[config.mk]
export PLATFORM = sky130hd
export DESIGN_NAME = membus_arbiter
export DESIGN_NICKNAME = d
export VERILOG_FILES = /design/src/rtl/membus_arbiter.sv
export SDC_FILE = /design/constraint.sdc
export NUM_CORES = 1
export LEC_CHECK = 0
export CAP_MARGIN = 10
export CORE_UTILIZATION = 50
export DETAILED_ROUTE_END_ITERATION = 10
export GPL_TIMING_DRIVEN = 1
export PLACE_DENSITY_LB_ADDON = 0.3
export SYNTH_ARGS = -nofsm -noshare
export SYNTH_HDL_FRONTEND = slang
export SYNTH_SLANG_ARGS = --single-unit
[constraint.sdc]
create_clock -name clk_in -period 7.4 [get_ports clk_in]
set_clock_uncertainty 0.15 [all_clocks]
set_input_delay 1.11 -clock clk_in [delete_from_list [all_inputs] [get_ports clk_in]]
set_output_delay 1.11 -clock clk_in [all_outputs]
set_load 0.01 [all_outputs]
[src/rtl/membus_arbiter.sv]
// membus_arbiter: arbitrates up to four masters onto a byte-wide memory bus.
// Each granted transaction moves 1..4 bytes, little-endian, to or from
// consecutive byte addresses that wrap at all-ones.
// Build option: define MEMBUS_ROUND_ROBIN_EN for round-robin arbitration;
// without it the lowest-numbered requesting master always wins.
module membus_arbiter #(
    parameter int NUM_MASTERS    = 2,
    parameter int ADDR_WIDTH     = 32,
    parameter int RAM_ADDR_WIDTH = 17
) (
    input  logic                              clk_in,
    input  logic                              rst_in,
    input  logic                              rdy_in,
    input  logic [NUM_MASTERS-1:0]            m_req,
    input  logic [NUM_MASTERS-1:0]            m_wr,
    input  logic [NUM_MASTERS*ADDR_WIDTH-1:0] m_addr,
    input  logic [NUM_MASTERS*2-1:0]          m_len,
    input  logic [NUM_MASTERS*32-1:0]         m_wdata,
    output logic [NUM_MASTERS-1:0]            m_grant,
    output logic [NUM_MASTERS-1:0]            m_done,
    output logic [31:0]                       m_rdata,
    output logic                              bus_idle,
    output logic [ADDR_WIDTH-1:0]             mem_a,
    output logic                              mem_wr,
    output logic [7:0]                        mem_dout,
    input  logic [7:0]                        mem_din,
    output logic                              io_en
);

    localparam int IDX_W = $clog2(NUM_MASTERS);

    typedef enum logic [2:0] {IDLE, RD, RD_TAIL, WR, DONE} state_t;

    state_t                 state_q;
    logic [IDX_W-1:0]       master_q;
    logic [1:0]             len_q;
    logic [1:0]             cnt_q;
    logic [31:0]            wdata_q;
    logic [31:0]            acc_q;
    logic [31:0]            m_rdata_q;
    logic [NUM_MASTERS-1:0] m_done_q;
    logic [ADDR_WIDTH-1:0]  mem_a_q;
    logic [7:0]             mem_dout_q;

    logic                   win_vld;
    logic [IDX_W-1:0]       win_idx;
    logic                   grant_go;

`ifdef MEMBUS_ROUND_ROBIN_EN
    logic [IDX_W-1:0]       ptr_q;
    logic [IDX_W:0]         rr_sum;
`endif

    // Replace byte k of a word, leaving the other bytes untouched.
    function automatic logic [31:0] put_byte(input logic [31:0] w,
                                             input logic [1:0]  k,
                                             input logic [7:0]  b);
        logic [31:0] r;
        r = w;
        r[{k, 3'b000} +: 8] = b;
        return r;
    endfunction

    // Pick the winning master among the current requests.
    always_comb begin
        win_vld = 1'b0;
        win_idx = '0;
`ifdef MEMBUS_ROUND_ROBIN_EN
        rr_sum  = '0;
        for (int j = 0; j < NUM_MASTERS; j++) begin
            rr_sum = {1'b0, ptr_q} + (IDX_W+1)'(j);
            if (rr_sum >= (IDX_W+1)'(NUM_MASTERS))
                rr_sum = rr_sum - (IDX_W+1)'(NUM_MASTERS);
            if (!win_vld && m_req[rr_sum[IDX_W-1:0]]) begin
                win_vld = 1'b1;
                win_idx = rr_sum[IDX_W-1:0];
            end
        end
`else
        for (int j = NUM_MASTERS - 1; j >= 0; j--) begin
            if (m_req[j]) begin
                win_vld = 1'b1;
                win_idx = IDX_W'(j);
            end
        end
`endif
    end

    assign grant_go = (state_q == IDLE) && rdy_in && win_vld && !rst_in;
    assign m_grant  = grant_go ? (NUM_MASTERS'(1) << win_idx) : '0;
    assign bus_idle = (state_q == IDLE) && !grant_go;
    assign mem_wr   = (state_q == WR);
    assign mem_a    = mem_a_q;
    assign mem_dout = mem_dout_q;
    assign io_en    = (mem_a_q[RAM_ADDR_WIDTH:RAM_ADDR_WIDTH-1] == 2'b11);
    assign m_rdata  = m_rdata_q;
    assign m_done   = m_done_q;

    // Transaction FSM: latch the request on grant, then step one byte per cycle.
    always_ff @(posedge clk_in or posedge rst_in) begin
        if (rst_in) begin
            state_q    <= IDLE;
            master_q   <= '0;
            len_q      <= '0;
            cnt_q      <= '0;
            wdata_q    <= '0;
            acc_q      <= '0;
            m_rdata_q  <= '0;
            m_done_q   <= '0;
            mem_a_q    <= '0;
            mem_dout_q <= '0;
`ifdef MEMBUS_ROUND_ROBIN_EN
            ptr_q      <= '0;
`endif
        end else begin
            m_done_q <= '0;
            case (state_q)
                IDLE: begin
                    if (grant_go) begin
                        master_q <= win_idx;
                        len_q    <= m_len[win_idx*2 +: 2];
                        wdata_q  <= m_wdata[win_idx*32 +: 32];
                        mem_a_q  <= m_addr[win_idx*ADDR_WIDTH +: ADDR_WIDTH];
                        cnt_q    <= '0;
                        acc_q    <= '0;
                        if (m_wr[win_idx]) begin
                            mem_dout_q <= m_wdata[win_idx*32 +: 8];
                            state_q    <= WR;
                        end else begin
                            state_q    <= RD;
                        end
`ifdef MEMBUS_ROUND_ROBIN_EN
                        ptr_q <= (win_idx == IDX_W'(NUM_MASTERS - 1)) ? '0
                                                                     : win_idx + IDX_W'(1);
`endif
                    end
                end
                RD: begin
                    // Data for the address issued last cycle arrives now.
                    if (cnt_q != 2'd0)
                        acc_q <= put_byte(acc_q, cnt_q - 2'd1, mem_din);
                    if (cnt_q == len_q) begin
                        state_q <= RD_TAIL;
                    end else begin
                        mem_a_q <= mem_a_q + ADDR_WIDTH'(1);
                        cnt_q   <= cnt_q + 2'd1;
                    end
                end
                RD_TAIL: begin
                    m_rdata_q <= put_byte(acc_q, len_q, mem_din);
                    m_done_q  <= NUM_MASTERS'(1) << master_q;
                    state_q   <= DONE;
                end
                WR: begin
                    if (cnt_q == len_q) begin
                        m_done_q <= NUM_MASTERS'(1) << master_q;
                        state_q  <= DONE;
                    end else begin
                        mem_a_q    <= mem_a_q + ADDR_WIDTH'(1);
                        mem_dout_q <= wdata_q[{cnt_q + 2'd1, 3'b000} +: 8];
                        cnt_q      <= cnt_q + 2'd1;
                    end
                end
                DONE: begin
                    state_q <= IDLE;
                end
                default: begin
                    state_q <= IDLE;
                end
            endcase
        end
    end

endmodule
==> results of run 1 <==
==> final cells by class <==
type | count | area [um^2] | share of cell area, %
Multi-Input combinational cell | 694 | 3889 | 36.19
Sequential cell | 146 | 3654 | 34.00
Timing Repair Buffer | 235 | 2325 | 21.63
Clock buffer | 20 | 446.7 | 4.157
Tap cell | 188 | 235.2 | 2.189
Clock inverter | 12 | 157.7 | 1.467
Inverter | 9 | 38.79 | 0.3610
==> power by group through the flow <==
stage	Clock [mW]	Combinational (mW)	Sequential [mW]
finish	0.877	1.76	1.43
global route	0.915	1.94	1.47
detailed placement	0	1.75	1.42
CTS	0.888	1.76	1.42
global placement	0	1.71	1.41
floorplan	0	0.952	1.42
==> synth_stat cells (4+ instances only) <==
| cell | n | area [um^2] |
|---|---|---|
| nand4_1 | 8 | 50.05 |
| o21ai_0 | 40 | 200.2 |
| nor3_1 | 9 | 45.04 |
| mux2i_1 | 15 | 150.1 |
| mux4_2 | 8 | 180.2 |
| nand2_1 | 200 | 750.7 |
| a311oi_1 | 4 | 35.03 |
| buf_1 | 6 | 22.52 |
| nor2_1 | 87 | 326.6 |
| a21oi_1 | 90 | 450.4 |
| and3_1 | 8 | 50.05 |
| o21a_1 | 9 | 67.56 |
| buf_2 | 6 | 30.03 |
| a31oi_1 | 33 | 206.5 |
| o211ai_1 | 19 | 142.6 |
| clkbuf_1 | 43 | 161.4 |
| nor2b_1 | 36 | 225.2 |
| o22a_1 | 8 | 70.07 |
| inv_1 | 9 | 33.78 |
| and4_1 | 7 | 61.31 |
| ha_1 | 11 | 137.6 |
| and2_1 | 13 | 81.33 |
| dfrtp_1 | 146 | 3654 |
| nand3_1 | 36 | 180.2 |
| o311ai_0 | 5 | 43.79 |
==> per-layer routing <==
| layer | up-vias | track usage [%] | part of all wire (%) |
|---|---|---|---|
| li1 | 3590 | - | - |
| met1 | 3557 | 37.76 | 42 |
| met2 | 309 | 49.01 | 48 |
| met3 | 42 | 6.537 | 7.3 |
| met4 | 0 | 10.50 | 2.2 |
| met5 | - | 0 | 0 |
==> state kept, by name (all words and copies together) (netlist names), 2 cells and up <==
| name | cells |
|---|---|
| cnt_q | 2 |
| m_done | 2 |
| m_rdata | 32 |
| wdata_q | 32 |
| acc_q | 32 |
| mem_dout | 8 |
| state_q | 3 |
| len_q | 2 |
| mem_a | 32 |
==> logic make-up (layout without fill, tap and decap cells) <==
family / after synthesis / count (layout)
AOI/OAI and AO/OA: 233 / 233
DFF: 146 / 146
muxes: 23 / 23
xor gates and xnor gates: 2 / 2
buffers and inverters: 65 / 276
adders and majority gates: 11 / 11
and+or+nand+nor: 425 / 425
==> how the worst max path moves through the flow <==
stage | to | slack, ps | cells after the start
6_report | m_grant[1] | 2800 | 6
5_1_grt | m_grant[1] | 2680 | 6
4_1_cts | m_grant[1] | 2800 | 6
3_5_place_dp | m_grant[1] | 2800 | 6
3_3_place_gp | m_grant[1] | 2860 | 6
2_1_floorplan | acc_q[0] | 2220 | 1
==> metrics by stage <==
| stage | setup WS, ps | std cells | hold WS, ps | utilization, % | total power, mW |
|---|---|---|---|---|---|
| after floorplan | 2217 | 905 | 268.4 | - | 2.371 |
| after global placement | 2863 | 1271 | 293.4 | 66.67 | 3.119 |
| after detailed placement | 2800 | 1271 | 294.0 | 66.67 | 3.175 |
| after CTS | 2800 | 1303 | 306.6 | 70.65 | 4.068 |
| after global routing | 2678 | 1304 | 339.1 | 70.68 | 4.319 |
| final | 2798 | 1304 | 310.4 | 70.68 | 4.063 |
==> worst max-delay path, stage by stage <==
cell	delay, ps
clkdlybuf4s50_1	530
nor2_1	140
or4b_1	510
buf_4	270
nor2_1	210
clkdlybuf4s50_1	570
==> summary.md, run 1 <==
| Metric | Value |
|---|---|
| DR WL/cell | roughly 17 um |
| Core box area | roughly 15000 um^2 |
| Status | finished clean |
| # Post-CTS Setup Buffers | 0 |
| Synth Warn # | 0 |
| XOR/XNOR share of the synthesized area | less than 1% |
| Initial antenna violation count | 0 |
| TNS Setup | 0 ps |
| Design area | between 10000 and 15000 um^2 |
| Cells after Synth | around 910 |
| Slew Limit Fails | 0 |
| Num Clock Sinks | between 100 and 150 |
| DRT Pass-1 Iters | 6 |
| Input/output buffers | roughly 230 |
| Static Leakage | 4.486 nW |
| Post-synthesis async set-or-reset flop share | between 90% and 100% |
| Hold Buf Count CTS | 0 |
| HPWL after DPL | 15880 um |
| P&R area growth vs syn | 38.20% |
| Multiplexer area fraction after synthesis | 4.248% |
| Hold Path Class | register to register |
| PwrDens | between 300 and 400 nW/um^2 |
| Synth Cell Area | between 7000 and 8000 um^2 |
| Largest net degree at the start of global routing | 76 |
| Critical Path RT | about 6100 ps |
| Row count | 45 |
| Post-CTS sizing | 0 |
| GRT Total Usage | just under 30% |
| Sw Share | 37.75% |
| Endpoint class of the critical path | primary output |
| Total CTS buffers | 17 |
| Starting DRC count in detailed routing | about 590 |
| Vias/cell | between 5 and 6 |
| Final Cycle Share | between 60% and 70% |
| Most common cell after layout, fill and taps aside | clkdlybuf4s50_1 |
| Max FO, Critical Path | 36 |
| Startpoint type of the worst setup path | input port |
| Number of flops mapped to enable cells by yosys | 0 |
| Clk Latency, worst-skew pair | about 420 ps |
| Flop pwr share | a little over a third |
| DRC | 0 |
| TritonCTS clock tree | yes |
| Switch Pwr | around 1.5 mW |
| Synth Flop Type | dfrtp_1 |
| Cell Area, Placed | between 10000 and 15000 um^2 |
| Final min period | 4602 ps |
| Fill cells | ~1200 |
| R2R depth | 8 |
| Clock share of power | 21.6% |
| Drt total wl | approximately 23000 um |
| Final setup fails | 0 |
| Fin. Hold Viols | 0 |
| Routed via count | ~7500 |
| Worst Hold End | m_done[0] |
| R2R Path Start | state_q[0] |
| VDD IR-drop max | about 0.24 mV |
| ANT nets after route | 0 |
| CP arrival | ~3300 ps |
| Int Power | about 2.5 mW |
| #FFs+latches synth | 146 |
| Vias in the first global route | 7187 |
| Max clock buf depth | 2 |
| Gr ovfl total | 0 |
| H-tree levels | 4 |
| Die area | about 16000 um^2 |
| Share of layout cells above drive strength 1 | 5.287% |
| Syn_area_per_cell | roughly 8.6 um^2 |
| Starting Density | between 50 and 60% |
| Simple-Gate Fraction of Synth Area | between 20% and 30% |
| Clock root buffer | clkbuf_16 |
| Net Count, Synth | 1063 |
| Commonest non-fill, non-tap cells in the layout | 225 x clkdlybuf4s50_1, 200 x nand2_1, 146 x dfrtp_1 |
| I/O pins | 226 |
| Post-synthesis adder-cell area fraction | under 10% |
| Sequential area share after synthesis | ~47% |
| Die X | approximately 130 um |
| F_max | 0.2173 GHz |
| Worst hold stages | 1 |
| Comb power frac | 43.3% |
| GPL Wtd Cong | around 0.87 |
| Largest family of logic cells by synthesized area | simple AND/OR/NAND/NOR gates |
| Clock Pin Slew Worst Setup and Hold Paths | 60 ps |
| Total of max-cap violations | 0 |
| Compound-Gate Fraction of Synth Area | 18.28% |
| N_diodes | 0 |
| Setup CP Type | input port to primary output |
| Critical register-to-register path endpoint | mem_a[26] |
| Distinct cells, synth | 53 |
| FF-to-FF setup slack | 4080 ps |
| Slew margin rel. | between 20% and 30% |
| NumNets Final | between 1000 and 1500 |
| Die Ht | between 100 and 150 um |
| Hold Crit Start | master_q |
| Slew of the pin with the lowest slew margin | roughly 1100 ps |
| Crit path from | m_req[0] |
| RSZ-0062 raised after global routing | no |
| First-pass GRT wire length | 36800 um |
(Power assumes the default switching activity.)
==> run 2, diff against run 1 <==
- CORE_UTILIZATION: 50 -> 48
- clock period: 7.4 -> 4.3 ns (I/O delays scaled with it)
==> run 2 against run 1 <==
Net effect: final area up 1.1%; critical path depth is 2 lower; routed wire length is 0.37% higher; core utilization is 2.1 points lower; die area increased by 4.1%; cell count rose by 2.5%; register-to-register slack worse by 2600 ps; sequential power up 71%; flip-flop and latch count did not move; global-route usage decreased by 1.1 points; count of clock-buffer cells in the layout rose by 1; sequential share of layout area decreased by 0.36 points; largest cell class unchanged.
==> summary.md, run 2 (synthesis results as in run 1) <==
| Metric | Value |
|---|---|
| Cell Area, Placed | slightly above 10000 um^2 |
| FF-to-FF setup slack | around 1500 ps |
| Vias/cell | 5.589 |
| Worst Hold Slack | 302.1 ps |
| Final setup fails | 0 |
| Clock Pin Slew Worst Setup and Hold Paths | 60 ps |
| H-tree levels | 4 |
| Hold Crit Start | master_q |
| Die Ht | roughly 130 um |
| VDD IR-drop max | between 0.3 and 0.4 mV |
| Starting Density | between 40% and 50% |
| Pwr Total | 7.013 mW |
| DRT Pass-1 Iters | 5 |
| Most common cell after layout, fill and taps aside | clkdlybuf4s50_1 |
| ANT nets after route | 0 |
| Slew Limit Fails | 0 |
| Worst hold stages | 1 |
| RSZ-0062 raised after global routing | no |
| Static Leakage | around 4.5 nW |
| Clock root buffer | clkbuf_16 |
| R2R depth | 6 |
| Max clock buf depth | 2 |
| Vias in the first global route | a little under 7000 |
| Commonest non-fill, non-tap cells in the layout | 225 x clkdlybuf4s50_1, 200 x nand2_1, 146 x dfrtp_1 |
| R2R Path Start | state_q[0] |
| Total CTS buffers | 17 |
| F_max | between 0.2 and 0.3 GHz |
| GPL Wtd Cong | ~0.86 |
| Total of max-cap violations | 0 |
| Status | finished clean |
| Metal-1 WL | slightly below 10000 um |
| HPWL after DPL | between 15000 and 20000 um |
| TritonCTS clock tree | yes |
| Design area | about 11000 um^2 |
| Max FO, Critical Path | 11 |
| Met2 wire len | roughly 11000 um |
| Die area | roughly 17000 um^2 |
| Slew margin rel. | between 10% and 20% |
| Footprint of the multi-input gates | between 3000 and 4000 um^2 |
| GRT Total Usage | 28.25% |
| NumNets Final | between 1000 and 1500 |
| Largest net degree at the start of global routing | 75 |
| Startpoint type of the worst setup path | register |
| Drt total wl | between 20000 and 25000 um |
| I/O pins | ~230 |
| Sequential standard cell area | approximately 3700 um^2 |
| DR WL/cell | around 17 um |
| Initial antenna violation count | 0 |
| Final Cycle Share | between 80% and 90% |
| # Post-CTS Setup Buffers | 0 |
| Hold Buf Count CTS | 0 |
| Gr ovfl total | 0 |
| Highest routing layer actually used | met4 |
| Endpoint class of the critical path | primary output |
| Routed via count | roughly 7500 |
| Fill cells | ~1200 |
| Final min period | 3719 ps |
| Clk Latency, worst-skew pair | around 430 ps |
| Fin. Hold Viols | 0 |
| Starting DRC count in detailed routing | 547 |
| P&R area growth vs syn | 39.67% |
| TNS Setup | 0 ps |
| Worst Hold End | m_done[0] |
| Critical Path RT | about 3500 ps |
| Post-CTS sizing | 0 |
| Die X | 129.3 um |
| Critical register-to-register path endpoint | mem_dout[7] |
| CP arrival | 2920 ps |
| Core box area | about 16000 um^2 |
| Share of layout cells above drive strength 1 | between 5 and 6% |
| Row count | 46 |
| Input/output buffers | 225 |
| Slew of the pin with the lowest slew margin | 1188 ps |
| DRC | 0 |
| Hold Path Class | register to register |
| Routed wl met3 | ~1900 um |
| PwrDens | approximately 650 nW/um^2 |
| Setup CP Type | register to primary output |
| N_diodes | 0 |
| Num Clock Sinks | 146 |
| First-pass GRT wire length | 35990 um |
run 2: changes by cell type in the layout (fill, tap and decap cells not counted), sizes merged:
cell      before  now
buf            9   16
clkinv         5    6
clkinvlp       3    2
inv           10    8
run 2: per-layer routing:
layer	up-vias	global-route usage [%]
met1	3510	37.67
met5	-	0
met3	37	7.803
met4	0	9.619
met2	327	44.47
li1	3598	-
run 2: how the worst max path moves through the flow:
stage                     startpoint           to  slack, ps  cells past startpoint
after floorplan             cnt_q[0]  mem_dout[2]       1550                      8
after global placement      m_req[0]   m_grant[0]        670                      5
after detailed placement    m_req[0]   m_grant[1]        620                      5
after CTS                 state_q[0]   m_grant[1]        580                      4
after global routing      state_q[0]   m_grant[1]        480                      4
final                     state_q[0]   m_grant[1]        580                      4
run 2: worst max-delay path, cell delays in order (launching register included):
cell	delay (ps)
dfrtp_1	500
or3_4	460
or4b_1	650
nor2_1	260
clkdlybuf4s50_1	620
run 2: final cells by class:
| class | count | area share, % |
|---|---|---|
| Multi-Input combinational cell | 694 | 35.81 |
| Sequential cell | 146 | 33.64 |
| Timing Repair Buffer | 241 | 22.08 |
| Clock buffer | 21 | 4.424 |
| Tap cell | 216 | 2.489 |
| Clock inverter | 10 | 1.210 |
| Inverter | 9 | 0.3457 |
run 2: per-stage QoR:
| stage | instances | util, % | setup slack (ps) |
|---|---|---|---|
| finish | 1337 | 68.61 | 580.8 |
| global route | 1337 | 68.61 | 481.8 |
| CTS | 1337 | 68.61 | 581.5 |
| detailed placement | 1306 | 64.74 | 624.4 |
| global placement | 1306 | 64.74 | 666.9 |
| floorplan | 905 | - | 1554 |
run 2: power breakdown:
group	total, mW	switching, mW	leakage (nW)	internal (mW)
clock network	1.53	0.564	0.304	0.965
registers	2.44	0.520	1.78	1.92
logic	3.05	1.52	2.46	1.52
